## config.mk

```make
export PLATFORM = sky130hd
export DESIGN_NAME = rr_dispatch_flat
export DESIGN_NICKNAME = d
export VERILOG_FILES = /design/src/rtl/rr_dispatch_if.sv /design/src/rtl/rr_dispatch.sv /design/src/flat_wrapper.sv
export SDC_FILE = /design/constraint.sdc
export NUM_CORES = 1
export LEC_CHECK = 0
export CAP_MARGIN = 10
export CELL_PAD_IN_SITES_DETAIL_PLACEMENT = 1
export CELL_PAD_IN_SITES_GLOBAL_PLACEMENT = 2
export CORE_MARGIN = 3
export CORE_UTILIZATION = 26
export CTS_BUF_LIST = sky130_fd_sc_hd__clkbuf_16
export DETAILED_ROUTE_END_ITERATION = 16
export GPL_ROUTABILITY_DRIVEN = 0
export GPL_TIMING_DRIVEN = 0
export PLACE_DENSITY_LB_ADDON = 0.1
export SLEW_MARGIN = 10
export SYNTH_ARGS = -nofsm -noshare
export SYNTH_HDL_FRONTEND = slang
export SYNTH_SLANG_ARGS = --single-unit
```

## constraint.sdc

```tcl
create_clock -name clk -period 3.39 [get_ports clk]
set_clock_uncertainty 0.2 [all_clocks]
set_input_delay 0.678 -clock clk [delete_from_list [all_inputs] [get_ports clk]]
set_output_delay 0.678 -clock clk [all_outputs]
set_load 0.1 [all_outputs]
```

## src/rtl/rr_dispatch_if.sv

```systemverilog
// Handshake bundle for rr_dispatch: upstream request/payload, downstream
// per-server ready/request/accept, and the held payload with its locked target.
interface rr_dispatch_if #(
    parameter int N = 8,
    parameter int W = 8
);
    localparam int TW = (N > 1) ? $clog2(N) : 1;

    logic          req_i;
    logic [W-1:0]  data_i;
    logic          ack_i;
    logic [N-1:0]  rdy_o;
    logic [N-1:0]  req_o;
    logic [W-1:0]  data_o;
    logic [N-1:0]  ack_o;
    logic [TW-1:0] tgt_o;
    logic          busy;

    // Environment side: upstream requester plus the downstream servers.
    modport master (
        output req_i, data_i, rdy_o, ack_o,
        input  ack_i, req_o, data_o, tgt_o, busy
    );

    // Dispatcher side.
    modport slave (
        input  req_i, data_i, rdy_o, ack_o,
        output ack_i, req_o, data_o, tgt_o, busy
    );
endinterface

```

## src/rtl/rr_dispatch.sv

```systemverilog
// Round-robin dispatcher: takes one payload at a time from upstream and hands it
// to one of N ready servers, rotating priority past the last server served.
module rr_dispatch #(
    parameter int N = 8,
    parameter int W = 8
) (
    input  logic          clk,
    input  logic          rst,
    rr_dispatch_if.slave  bus
);
    localparam int TW = (N > 1) ? $clog2(N) : 1;

    localparam logic [1:0] ST_IDLE   = 2'd0;
    localparam logic [1:0] ST_SELECT = 2'd1;
    localparam logic [1:0] ST_ISSUE  = 2'd2;

    logic [1:0]    state_reg;
    logic [N-1:0]  prio_reg;
    logic [N-1:0]  req_reg;
    logic [W-1:0]  data_reg;
    logic [TW-1:0] tgt_reg;
    logic          busy_reg;

    logic [TW-1:0] prio_idx;
    logic [TW-1:0] sel_idx;
    logic [TW:0]   scan_pos;
    logic [N-1:0]  sel_onehot;
    logic          tgt_ack;

    always_comb begin
        prio_idx = '0;
        for (int i = 0; i < N; i++) begin
            if (prio_reg[i]) prio_idx = TW'(i);
        end
    end

    // Walk offsets from the highest down so the ready server closest to prio wins.
    always_comb begin
        sel_idx  = '0;
        scan_pos = '0;
        for (int k = N - 1; k >= 0; k--) begin
            scan_pos = {1'b0, prio_idx} + (TW+1)'(k);
            if (scan_pos >= (TW+1)'(N)) scan_pos = scan_pos - (TW+1)'(N);
            if (bus.rdy_o[scan_pos[TW-1:0]]) sel_idx = scan_pos[TW-1:0];
        end
    end

    generate
        for (genvar gi = 0; gi < N; gi++) begin : g_sel_dec
            assign sel_onehot[gi] = (sel_idx == TW'(gi));
        end
    endgenerate

    assign tgt_ack    = bus.ack_o[tgt_reg];
    assign bus.ack_i  = (state_reg == ST_IDLE);
    assign bus.req_o  = req_reg;
    assign bus.data_o = data_reg;
    assign bus.tgt_o  = tgt_reg;
    assign bus.busy   = busy_reg;

    always_ff @(posedge clk) begin
        if (rst) begin
            state_reg <= ST_IDLE;
            prio_reg  <= N'(1);
            req_reg   <= '0;
            data_reg  <= '0;
            tgt_reg   <= '0;
            busy_reg  <= 1'b0;
        end else begin
            case (state_reg)
                ST_IDLE: begin
                    if (bus.req_i) begin
                        data_reg  <= bus.data_i;
                        busy_reg  <= 1'b1;
                        state_reg <= ST_SELECT;
                    end
                end
                ST_SELECT: begin
                    if (|bus.rdy_o) begin
                        tgt_reg   <= sel_idx;
                        req_reg   <= sel_onehot;
                        state_reg <= ST_ISSUE;
                    end
                end
                ST_ISSUE: begin
                    // Only the locked server's accept completes; rdy_o no longer matters.
                    if (tgt_ack) begin
                        prio_reg  <= {req_reg[N-2:0], req_reg[N-1]};
                        req_reg   <= '0;
                        busy_reg  <= 1'b0;
                        state_reg <= ST_IDLE;
                    end
                end
                default: begin
                    state_reg <= ST_IDLE;
                    req_reg   <= '0;
                    busy_reg  <= 1'b0;
                end
            endcase
        end
    end
endmodule

```

## src/flat_wrapper.sv

```systemverilog
// flat-port wrapper written by rule: the top's interface ports become plain ports
module rr_dispatch_flat 
#(
    parameter int N = 8,
    parameter int W = 8
)
  (clk, rst, bus_req_i, bus_data_i, bus_rdy_o, bus_ack_o, bus_ack_i, bus_req_o, bus_data_o, bus_tgt_o, bus_busy);
  rr_dispatch_if #(.N(N), .W(W)) bus_i ();
  input  logic clk;
  input  logic rst;
  input wire logic [$bits(bus_i.req_i)-1:0] bus_req_i;
  input wire logic [$bits(bus_i.data_i)-1:0] bus_data_i;
  input wire logic [$bits(bus_i.rdy_o)-1:0] bus_rdy_o;
  input wire logic [$bits(bus_i.ack_o)-1:0] bus_ack_o;
  output wire logic [$bits(bus_i.ack_i)-1:0] bus_ack_i;
  output wire logic [$bits(bus_i.req_o)-1:0] bus_req_o;
  output wire logic [$bits(bus_i.data_o)-1:0] bus_data_o;
  output wire logic [$bits(bus_i.tgt_o)-1:0] bus_tgt_o;
  output wire logic [$bits(bus_i.busy)-1:0] bus_busy;
  assign bus_i.req_i = bus_req_i;
  assign bus_i.data_i = bus_data_i;
  assign bus_i.rdy_o = bus_rdy_o;
  assign bus_i.ack_o = bus_ack_o;
  assign bus_ack_i = bus_i.ack_i;
  assign bus_req_o = bus_i.req_o;
  assign bus_data_o = bus_i.data_o;
  assign bus_tgt_o = bus_i.tgt_o;
  assign bus_busy = bus_i.busy;
  rr_dispatch #(.N(N), .W(W)) u_core (.clk(clk), .rst(rst), .bus(bus_i));
endmodule
```

==> reports/qor.txt <==
Outcome - finished with violations
Failing checks - setup timing
Commonest non-fill, non-tap cell in the layout - clkdlybuf4s50_1
Skew-Pair Late Insertion Delay - 270 ps
#FFs+latches synth - 29
Post-DP HPWL - 6.704 mm
Synth-to-layout area growth - 67.78%
Critical Path Start Type - flip-flop
CTS tree - yes
Via/cell ratio - 5.559
Clock Tree Buf Depth - 2
Compound-Gate Fraction of Synth Area - 0.2965
Slowest CP cell - or4_4
Die span in y - 98.92 µm
Wire per inst - 20.09 µm
Path depth of the worst reg2reg path - 11
RSZ-0062 raised after global routing - true
DR top layer - met4
Pwr per Cell Area - 309.7 nW/µm²
CP max FO - 7
FILL cells - 976
Leakage - 1.394 nW
Total Routing Usage GR - 0.1927
Total core area - 8299 µm²
Post-Synth XOR/XNOR Area - 0.01561
Synth top area cells - dfxtp_1, nand2_1, mux4_2
Initial Util - 0.2705
Post-Synth Adder-Cell Area - 0.01115
Global-route wire length before repair - 14.91 mm
CP max stage delay - 560 ps
Clk sink count - 29
Min-Delay Path Class - flip-flop to flip-flop
TritonCTS buffer count - 5
Met2 WL - 4.663 mm
Final hold viol count - 0
Area after DPL - 2850 µm²
Syn Inst Count - 290
Yosys warns - 0
Hold Slack - 258.4 ps
Ys async rst share - 0
I/O pin count - 48
Met1 WL - 4.260 mm
Period utilization - 1.030
Yosys top cell by area - dfxtp_1
CP Data Arrival Time - 3480 ps
CP dominant cell by count - a211oi_4
Required @ worst endpoint - 3380 ps
Relative slew slack - 0.3349
Final Max Tran Viols - 0
Number of global-route vias before repair - 2,801
Max IR drop VDD - 207.6 µV
Final setup TNS - -389.8 ps
CP Capture Type - flip-flop
Floorplan row count - 33
H-tree depth - 2
Top cell type's share of synthesized area - 0.2586
Share of layout cells above drive strength 1 - 0.2921
DRT Pass-1 Iters - 4
Initial antenna violation count - 0
Final wirelength - 9.745 mm
Initial DRC Count - 80
Peak Freq - 0.2864 GHz
Critical Path, Cell by Cell - and2b_2 -> a211oi_4 -> nor2_4 -> ha_4 -> clkinvlp_4 -> a211oi_4 -> or4b_4 -> o21ai_2 -> o221a_4 -> or4_4 -> o31ai_4
Max cap viols - 0
Worst Tran Pin Value - 994.5 ps
Reg-to-reg endpoint - u_core.bus.req_o[1]
Post-Synth Simple-Gate Area - 0.2809
Fin crit period - 3491 ps
# setup viols final - 7
GRT overflow - 0
Post-route ant nets - 0
Port Buffers - 46
Worst Hold Endpoint - u_core.bus.data_o[2]
Commonest non-fill, non-tap cells in the layout - clkdlybuf4s50_1, nand2_1, buf_4, dfxtp_1
R2R Setup Slk - -100 ps
Post-synth EDFFs - 0
Final Net Count - 408
Full die area - 9784 µm²
DRC errors left - 0
Hold path depth - 2
DR WL met3 - 452 µm
Unique masters post-synth - 57
Mapped Area - 2245 µm²
Synth Net Count - 319
Design area - 3766 µm²
Seq/Total Area, Yosys - 0.2586
Critical path type - flip-flop to flip-flop
Ant. Diodes - 0
Mux cell area share after synthesis - 0.09922
Clock slew at reported path FFs - 50 ps
Die Wd - 98.92 µm
Top_reg_cell synth - dfxtp_1
Avg Cell Area, Syn - 7.740 µm²
Largest net degree at the start of global routing - 11
Via count - 2,696
Hold path start - u_core.bus.data_o[2]
Critical path buffers and inverters - 1
Root Buffer - clkbuf_16
Reg-to-Reg Start - u_core.prio_reg[5]
Post-CTS Hold Buffers - 0
Main combinational cell family by area after synthesis - compound AO/OA/AOI/OAI gates
Final setup margin - -101.2 ps
Cell family with most CP delay - compound AO/OA/AOI/OAI gates
Setup slack at placement - -1035 ps
report_power, final:
| part | switching (mW) | internal, mW |
|---|---|---|
| Sequential | 0.0103 | 0.353 |
| Combinational | 0.202 | 0.115 |
| Clock | 0.146 | 0.340 |
| Total | 0.359 | 0.808 |
cell type report:
class | instances | area [µm²] | area share
multi-input combinational | 241 | 1998 | 0.5306
tap | 105 | 131.4 | 0.03488
timing repair buffer | 84 | 790.8 | 0.2100
inverter | 9 | 42.54 | 0.01130
sequential | 29 | 589.3 | 0.1565
clock inverter | 3 | 37.54 | 0.009967
buffer | 9 | 51.30 | 0.01362
clock buffer | 5 | 125.1 | 0.03322
routing by layer:
metal | track usage | vias up
li1 | - | 1277
met1 | 0.2390 | 1302
met2 | 0.3290 | 88
met3 | 0.03326 | 29
met4 | 0.07878 | 0
met5 | 0 | -
kinds of logic (layout without fill, tap and decap cells):
family | after synthesis | in the layout
buffers and inverters | 20 | 110
adder cells (fa/ha/maj) | 2 | 2
AO/OA/AOI/OAI | 95 | 95
AND/OR/NAND/NOR | 124 | 124
multiplexers | 16 | 16
flip-flops | 29 | 29
XOR/XNOR | 4 | 4
synth_stat cells, types with 2 or more instances:
library cell and number:
o31ai_1 8, o22ai_1 2, clkbuf_1 8, nor3_1 4, a21boi_0 3, buf_2 2
nand2b_1 2, inv_1 7, mux4_2 5, a211oi_1 8, a22oi_1 2, ha_1 2
o21ai_0 17, o21ai_1 2, inv_2 2, nor2_1 23, xnor2_1 2, a21oi_1 20
nand3b_1 2, and2_1 5, nand2_1 43, a22o_1 2, o211ai_1 10, nand3_1 13
or3_1 2, o32ai_1 3, nand4_1 5, nor4_1 4, xor2_1 2, mux2i_1 11
o21bai_1 4, dfxtp_1 29, nor2b_1 9, nor4b_1 2, a32oi_1 2, or4b_1 2
tightest hold or removal path, delay by kind of cell, from the launching register on:
| kind | cells | cell delay (ps) |
|---|---|---|
| and+or+nand+nor | 1 | 50 |
| AOI/OAI and AO/OA | 1 | 50 |
| DFF | 1 | 310 |
metrics by stage:
stage                       util  power [mW]  cells
after global routing      0.4538       1.215    485
final                     0.4538       1.166    485
after floorplan                -      0.5476    290
after detailed placement  0.3434      0.6418    441
after CTS                 0.4161       1.152    471
after global placement    0.3428      0.6421    441
worst max path at each step:
stage | from | to | cells after the start
CTS | u_core.prio_reg[5] | u_core.bus.req_o[4] | 12
floorplan | u_core.prio_reg[3] | u_core.bus.tgt_o[0] | 12
detailed placement | u_core.prio_reg[3] | u_core.bus.req_o[4] | 13
global placement | u_core.prio_reg[3] | u_core.bus.req_o[0] | 13
finish | u_core.prio_reg[5] | u_core.bus.req_o[1] | 11
global route | u_core.prio_reg[5] | u_core.bus.req_o[1] | 12
repair_timing:
| action | 4_1_cts | 5_1_grt |
|---|---|---|
| buffers inserted | 23 | 15 |
| pin swaps | 14 | 22 |
| gates resized for setup | 44 | 48 |
| cloned | 0 | 0 |
| endpoints found under the setup margin | 11 | 10 |
Power figures use the tool's default switching activity.
